### src/rtl/rc4_pkg.sv
`default_nettype none
// ============================================================================
// Module : rc4_pkg
// Brief  : Shared FSM states, key byte width and key_len width helper.
// Rev    : 1.0
// ============================================================================
package rc4_pkg;

    localparam int KEY_BYTE_W = 8;

    typedef enum logic [3:0] {
        IDLE   = 4'd0,
        INIT   = 4'd1,
        SET_I  = 4'd2,
        WAIT_I = 4'd3,
        CALC_J = 4'd4,
        SET_J  = 4'd5,
        WAIT_J = 4'd6,
        WR_I   = 4'd7,
        WR_J   = 4'd8,
        NEXT   = 4'd9,
        DONE   = 4'd10
    } rc4_state_t;

    function automatic int key_len_w(input int max_bytes);
        return $clog2(max_bytes + 1);
    endfunction

endpackage
`default_nettype wire

### src/rtl/rc4_key_ptr.sv
`default_nettype none
// ============================================================================
// Module : rc4_key_ptr
// Brief  : Key byte pointer wrapping at key_len, with combinational byte mux.
// Rev    : 1.0
// ============================================================================
module rc4_key_ptr
    import rc4_pkg::*;
#(
    parameter int MAX_KEY_BYTES = 16
) (
    input  logic                                 clk,
    input  logic                                 reset_n,
    input  logic                                 clear,
    input  logic                                 advance,
    input  logic [MAX_KEY_BYTES*KEY_BYTE_W-1:0]  key,
    input  logic [key_len_w(MAX_KEY_BYTES)-1:0]  key_len,
    output logic [KEY_BYTE_W-1:0]                key_byte
);

    localparam int c_kl_w = key_len_w(MAX_KEY_BYTES);

    logic [c_kl_w-1:0] r_k;

    // Compare-and-wrap instead of a modulo keeps this to one comparator.
    always_ff @(posedge clk) begin
        if (!reset_n || clear) begin
            r_k <= '0;
        end else if (advance) begin
            r_k <= (r_k == key_len - c_kl_w'(1)) ? '0 : r_k + c_kl_w'(1);
        end
    end

    always_comb begin
        key_byte = '0;
        for (int b = 0; b < MAX_KEY_BYTES; b++) begin
            if (r_k == c_kl_w'(b)) begin
                key_byte = key[b*KEY_BYTE_W +: KEY_BYTE_W];
            end
        end
    end

endmodule
`default_nettype wire

### src/rtl/rc4_ksa_engine.sv
`default_nettype none
// ============================================================================
// Module : rc4_ksa_engine
// Brief  : RC4 key scheduling over a single-port S-box RAM. mem_rdata is valid
//          RD_LAT cycles after the cycle whose state issues the address.
// Rev    : 1.0
// ============================================================================
module rc4_ksa_engine
    import rc4_pkg::*;
#(
    parameter int ADDR_W        = 8,
    parameter int MAX_KEY_BYTES = 16,
    parameter int RD_LAT        = 1
) (
    input  logic                                 clk,
    input  logic                                 reset_n,
    input  logic                                 start,
    input  logic                                 do_init,
    input  logic [MAX_KEY_BYTES*KEY_BYTE_W-1:0]  key,
    input  logic [key_len_w(MAX_KEY_BYTES)-1:0]  key_len,
    output logic [ADDR_W-1:0]                    mem_addr,
    output logic [ADDR_W-1:0]                    mem_wdata,
    output logic                                 mem_wren,
    input  logic [ADDR_W-1:0]                    mem_rdata,
    output logic                                 busy,
    output logic                                 done,
    output logic                                 err
);

    localparam int                c_kl_w      = key_len_w(MAX_KEY_BYTES);
    localparam int                c_wc_w      = (RD_LAT > 1) ? $clog2(RD_LAT) : 1;
    localparam logic [ADDR_W-1:0] c_last_idx  = '1;
    localparam logic [ADDR_W-1:0] c_one       = ADDR_W'(1);
    localparam logic [c_wc_w-1:0] c_wait_last = c_wc_w'(RD_LAT - 1);

    rc4_state_t                          r_state, w_state_next;
    logic [ADDR_W-1:0]                   r_i, r_j, r_s_i, r_s_j;
    logic [c_wc_w-1:0]                   r_wait;
    logic [MAX_KEY_BYTES*KEY_BYTE_W-1:0] r_key;
    logic [c_kl_w-1:0]                   r_key_len;
    logic                                r_err;
    logic [ADDR_W-1:0]                   r_mem_addr, r_mem_wdata;
    logic                                r_mem_wren;
    logic [KEY_BYTE_W-1:0]               w_key_byte;
    logic [ADDR_W-1:0]                   w_key_adj;
    logic                                w_accept, w_key_len_bad, w_wait_done;

    assign w_accept      = (r_state == IDLE) && start;
    assign w_key_len_bad = (key_len == '0) || (key_len > c_kl_w'(MAX_KEY_BYTES));
    assign w_wait_done   = (r_wait == c_wait_last);

    rc4_key_ptr #(
        .MAX_KEY_BYTES (MAX_KEY_BYTES)
    ) u_key_ptr (
        .clk      (clk),
        .reset_n  (reset_n),
        .clear    (w_accept),
        .advance  (r_state == CALC_J),
        .key      (r_key),
        .key_len  (r_key_len),
        .key_byte (w_key_byte)
    );

    generate
        if (ADDR_W >= KEY_BYTE_W) begin : g_key_wide
            assign w_key_adj = ADDR_W'(w_key_byte);
        end else begin : g_key_narrow
            assign w_key_adj = w_key_byte[ADDR_W-1:0];
        end
    endgenerate

    always_ff @(posedge clk) begin
        if (!reset_n) begin
            r_state <= IDLE;
        end else begin
            r_state <= w_state_next;
        end
    end

    always_comb begin
        w_state_next = r_state;
        unique case (r_state)
            IDLE: begin
                if (start) begin
                    if (w_key_len_bad) w_state_next = DONE;
                    else if (do_init)  w_state_next = INIT;
                    else               w_state_next = SET_I;
                end
            end
            INIT:    if (r_i == c_last_idx) w_state_next = SET_I;
            SET_I:   w_state_next = WAIT_I;
            WAIT_I:  if (w_wait_done) w_state_next = CALC_J;
            CALC_J:  w_state_next = SET_J;
            SET_J:   w_state_next = WAIT_J;
            WAIT_J:  if (w_wait_done) w_state_next = (r_j == r_i) ? NEXT : WR_I;
            WR_I:    w_state_next = WR_J;
            WR_J:    w_state_next = NEXT;
            NEXT:    w_state_next = (r_i == c_last_idx) ? DONE : SET_I;
            DONE:    w_state_next = IDLE;
            default: w_state_next = IDLE;
        endcase
    end

    // Write enable defaults low so each write is a single-cycle pulse.
    always_ff @(posedge clk) begin
        if (!reset_n) begin
            r_i         <= '0;
            r_j         <= '0;
            r_s_i       <= '0;
            r_s_j       <= '0;
            r_wait      <= '0;
            r_key       <= '0;
            r_key_len   <= '0;
            r_err       <= 1'b0;
            r_mem_addr  <= '0;
            r_mem_wdata <= '0;
            r_mem_wren  <= 1'b0;
        end else begin
            r_mem_wren <= 1'b0;
            unique case (r_state)
                IDLE: begin
                    if (start) begin
                        r_key     <= key;
                        r_key_len <= key_len;
                        r_err     <= w_key_len_bad;
                        r_i       <= '0;
                        r_j       <= '0;
                    end
                end
                INIT: begin
                    r_mem_addr  <= r_i;
                    r_mem_wdata <= r_i;
                    r_mem_wren  <= 1'b1;
                    r_i         <= r_i + c_one;
                end
                SET_I: begin
                    r_mem_addr <= r_i;
                    r_wait     <= '0;
                end
                WAIT_I: begin
                    r_wait <= r_wait + c_wc_w'(1);
                    if (w_wait_done) r_s_i <= mem_rdata;
                end
                CALC_J: r_j <= r_j + r_s_i + w_key_adj;
                SET_J: begin
                    r_mem_addr <= r_j;
                    r_wait     <= '0;
                end
                WAIT_J: begin
                    r_wait <= r_wait + c_wc_w'(1);
                    if (w_wait_done) r_s_j <= mem_rdata;
                end
                WR_I: begin
                    r_mem_addr  <= r_i;
                    r_mem_wdata <= r_s_j;
                    r_mem_wren  <= 1'b1;
                end
                WR_J: begin
                    r_mem_addr  <= r_j;
                    r_mem_wdata <= r_s_i;
                    r_mem_wren  <= 1'b1;
                end
                NEXT:    r_i <= r_i + c_one;
                default: ;
            endcase
        end
    end

    assign mem_addr  = r_mem_addr;
    assign mem_wdata = r_mem_wdata;
    assign mem_wren  = r_mem_wren;
    assign busy      = (r_state != IDLE) && (r_state != DONE);
    assign done      = (r_state == DONE);
    assign err       = (r_state == DONE) && r_err;

endmodule
`default_nettype wire

### config.mk
export PLATFORM = sky130hd
export DESIGN_NAME = rc4_ksa_engine
export DESIGN_NICKNAME = d
export VERILOG_FILES = /design/src/rtl/rc4_pkg.sv /design/src/rtl/rc4_key_ptr.sv /design/src/rtl/rc4_ksa_engine.sv
export SDC_FILE = /design/constraint.sdc
export NUM_CORES = 1
export LEC_CHECK = 0
export BUFFER_PORTS_ARGS = -buffer_cell sky130_fd_sc_hd__buf_2
export CAP_MARGIN = 20
export CORE_MARGIN = 2
export CORE_UTILIZATION = 40
export CTS_BUF_LIST = sky130_fd_sc_hd__clkbuf_2 sky130_fd_sc_hd__clkbuf_4 sky130_fd_sc_hd__clkbuf_8
export DETAILED_ROUTE_END_ITERATION = 10
export HOLD_SLACK_MARGIN = 0.15
export PLACE_DENSITY = 0.65
export SLEW_MARGIN = 20
export SYNTH_ARGS = -nofsm -noshare
export SYNTH_HDL_FRONTEND = slang
export SYNTH_HIERARCHICAL = 1
export SYNTH_SLANG_ARGS = --single-unit
### constraint.sdc
create_clock -name clk -period 4.3 [get_ports clk]
set_input_delay 0.86 -clock clk [delete_from_list [all_inputs] [get_ports clk]]
set_output_delay 0.86 -clock clk [all_outputs]
set_load 0.02 [all_outputs]
==> flow_metrics.tcl <==
set metrics [dict create \
    ys_ff_latch 193 \
    cp.arrival_ns 4.39 \
    hp-start "r_key[56]" \
    dr.pass1.iters 6 \
    antenna_cells 0 \
    cp-end-kind "flop" \
    cts_buffers 17 \
    finalInstanceArea_mm2 0.01163 \
    rsz0062_at_grt "false" \
    maxCapViolCount 0 \
    dpl-instance-area_mm2 0.01121 \
    synthAdderAreaFrac 0.03166 \
    period_needed_ns 4.035 \
    fillers 2565 \
    mostFrequentLayoutCell "nand2_1" \
    antenna_found_initial 0 \
    reg2reg_depth 16 \
    timing.rr.end "r_j[7]" \
    crit_required_ns 4.66 \
    yosysWarnings 6 \
    fp.dieH_um 163.7 \
    synthesis.nets 1430 \
    finalPower_mw 5.410 \
    cpMostUsedCell "inv_1" \
    synthArstFlopShare 0 \
    r2r_start "u_key_ptr/r_k[0]" \
    syn_to_final_growth_pct 14.08 \
    cpPeakStageDelay_ns 0.49 \
    die_width_um 163.7 \
    globalplace.congestion 0.9967 \
    synth-xor-area-share 0.01976 \
    ctsLongestPathBuffers 2 \
    ys.flop_type "dfxtp_1" \
    viasPerCell 5.404 \
    cts_tree "built" \
    netlist_area_mm2 0.01020 \
    grt_pass1_vias 8610 \
    path_depth 16 \
    ant_nets 0 \
    fin_skew_ns 0.01975 \
    post-route-period-util 0.9385 \
    drt_iter0_drc 801 \
    synth_top_family_by_area "compound AO/OA/AOI/OAI gates" \
    ir_worst_vdd_mv 0.3034 \
    yosysSeqAreaShare 0.3789 \
    postCtsHoldBufs 0 \
    via_count 9279 \
    grt_usage 0.2172 \
    critPathLaunch "u_key_ptr/r_k[0]" \
    crit_end "r_j[7]" \
    clkSlewWorstSetupHoldPaths_ns 0.10 \
    ios 165 \
    p_per_area_mw_per_mm2 465.1 \
    start_kind "flop" \
    crit_path_top_delay_cell "fa_1" \
    grt_pass1_wl_mm 46.10 \
    drt-total-wl_mm 28.74 \
    synth_edf_count 0 \
    syn-instance-count 1264 \
    crit_type "flop to flop" \
    post_cts_buffers 0 \
    htree_levels 4 \
    avgSynthCellArea_um2 8.066 \
    hp-class "flop to flop" \
    final_net_count 1541 \
    clkLatencyLatePin_ns 0.46 \
    yosys.area_share.simple 0.2287 \
    tightest_slew_ns 0.9345 \
    finalSetupTns_ns 0 \
    slew_headroom 0.3770 \
    finalSetupViolations 0 \
    grt_max_degree 97 \
    grt_overflow 0 \
    drc_errors 0 \
    io_buffers 164 \
    path_cells "inv_1 -> ha_1 -> inv_1 -> o221ai_1 -> a32oi_1 -> nor4b_1 -> a211oi_1 -> fa_1 -> ha_1 -> inv_1 -> fa_1 -> nor2b_1 -> o31a_1 -> o21ai_0 -> a21o_1 -> nand3_1" \
    core_area_mm2 0.02511 \
    initial_core_util 0.4061 \
    power.leakage_nw 4.621 \
    ys_types 83 \
    dpl.hpwl_mm 21.61 \
    mostFrequentLayoutCells "nand2_1, dfxtp_1, buf_2" \
    wl_per_cell_um 16.74 \
    cts_root_buf "clkbuf_8" \
    synth_compound_area_frac 0.2669 \
    critPathMaxFanout 9 \
    status "complete, no violations" \
    whs_ns 0.4597 \
    path_delay_family "compound AO/OA/AOI/OAI gates" \
    die-area_mm2 0.02678 \
    critPathBufInv 3 \
    drv_slew 0 \
    r2r_slack_ns 0.26 \
    drive_gt1_frac 0.1788 \
    clock.fmax_mhz 247.8 \
    cts_sinks 193 \
    rows 58 \
    synthMuxAreaShare 0.01865 \
    cts_resized 0 \
    timing_hold_violations_final 0 \
]
[worst min-delay path by stage]
stage / endpoint / slack (ns) / cells after the start
final: r_key[56] / 0.46 / 2
after global routing: r_key[32] / 0.48 / 2
after CTS: r_key[56] / 0.46 / 2
after detailed placement: r_key[56] / 0.45 / 2
after global placement: r_key[43] / 0.45 / 2
after floorplan: r_key[39] / 0.43 / 2
[power breakdown]
group | internal (mW) | switching, mW | total [mW]
clock network | 0.558 | 0.649 | 1.21
registers | 2.14 | 0.314 | 2.46
logic | 0.627 | 1.12 | 1.75
total | 3.33 | 2.08 | 5.41
[Yosys cell counts (5+ instances only)]
master / number / area share
xor2_1: 13 / 0.011
fa_1: 8 / 0.016
o21ai_1: 13 / 0.0064
a21o_1: 7 / 0.0052
buf_4: 9 / 0.0066
nor2_1: 38 / 0.014
clkbuf_1: 61 / 0.022
nor3_1: 6 / 0.0029
nand3b_1: 7 / 0.0052
nand3_1: 22 / 0.011
nand2b_1: 5 / 0.0031
inv_1: 26 / 0.0096
a31oi_1: 10 / 0.0061
nand4_1: 7 / 0.0043
and2_1: 8 / 0.0049
o211ai_1: 7 / 0.0052
ha_1: 13 / 0.016
a22oi_1: 12 / 0.0088
o22ai_1: 8 / 0.0049
o21ai_0: 41 / 0.020
nor2b_1: 17 / 0.010
o211a_1: 10 / 0.0098
nor4_1: 5 / 0.0031
buf_1: 6 / 0.0022
a21oi_1: 27 / 0.013
xnor2_1: 10 / 0.0086
and3_1: 7 / 0.0043
buf_2: 25 / 0.012
nand2_1: 341 / 0.13
dfxtp_1: 193 / 0.38
nand4b_1: 7 / 0.0060
o21a_1: 13 / 0.0096
a221oi_1: 9 / 0.0077
a21boi_0: 109 / 0.080
a21boi_1: 42 / 0.031
o221ai_1: 5 / 0.0043
and3b_1: 5 / 0.0043
a211oi_1: 11 / 0.0081
a32oi_1: 8 / 0.0069
mux2i_1: 19 / 0.019
[sequential cells by signal (all words and copies together), names as in the netlist]
| signal | cells |
|---|---|
| r_state | 4 |
| r_i | 8 |
| mem_addr | 8 |
| r_s_i | 8 |
| r_j | 8 |
| u_key_ptr/r_k | 5 |
| r_key_len | 5 |
| mem_wren | 1 |
| r_wait | 1 |
| r_err | 1 |
| r_key | 128 |
| mem_wdata | 8 |
| r_s_j | 8 |
[logic make-up after synthesis]
group | Yosys count
xor+xnor | 23
simple gates | 505
flops | 193
buf+inv | 131
compound gates | 372
mux | 19
fa+ha+maj | 21
[worst register-to-register path, stage by stage (launching register included)]
cell	delay, ns
dfxtp_1	0.46
inv_1	0.10
ha_1	0.29
inv_1	0.27
o221ai_1	0.17
a32oi_1	0.41
nor4b_1	0.10
a211oi_1	0.37
fa_1	0.49
ha_1	0.24
inv_1	0.07
fa_1	0.21
nor2b_1	0.08
o31a_1	0.25
o21ai_0	0.20
a21o_1	0.15
nand3_1	0.06
[metrics by stage]
stage,setup slack [ns],instances,utilization
4_1_cts,0.2512,1717,0.4624
6_report,0.2646,1717,0.4632
3_5_place_dp,0.2871,1686,0.4465
2_1_floorplan,0.3138,1264,-
5_1_grt,0.007178,1717,0.4632
3_3_place_gp,0.3697,1686,0.4465
[layout make-up]
type,instances,area [um2],area share
Tap cell,330,412.9,0.03550
Inverter,29,111.4,0.009574
Multi-Input combinational cell,940,5797,0.4984
Timing Repair Buffer,194,1049,0.09015
Clock inverter,11,128.9,0.01108
Clock buffer,20,269.0,0.02313
Sequential cell,193,3864,0.3322
[layer usage]
metal,wire [um],track usage,up-vias
li1,-,-,4643
met1,14060,0.3194,4300
met2,12570,0.3289,293
met3,1619,0.03707,43
met4,482,0.05303,0
met5,0,0,-
(Power assumes the default switching activity.)
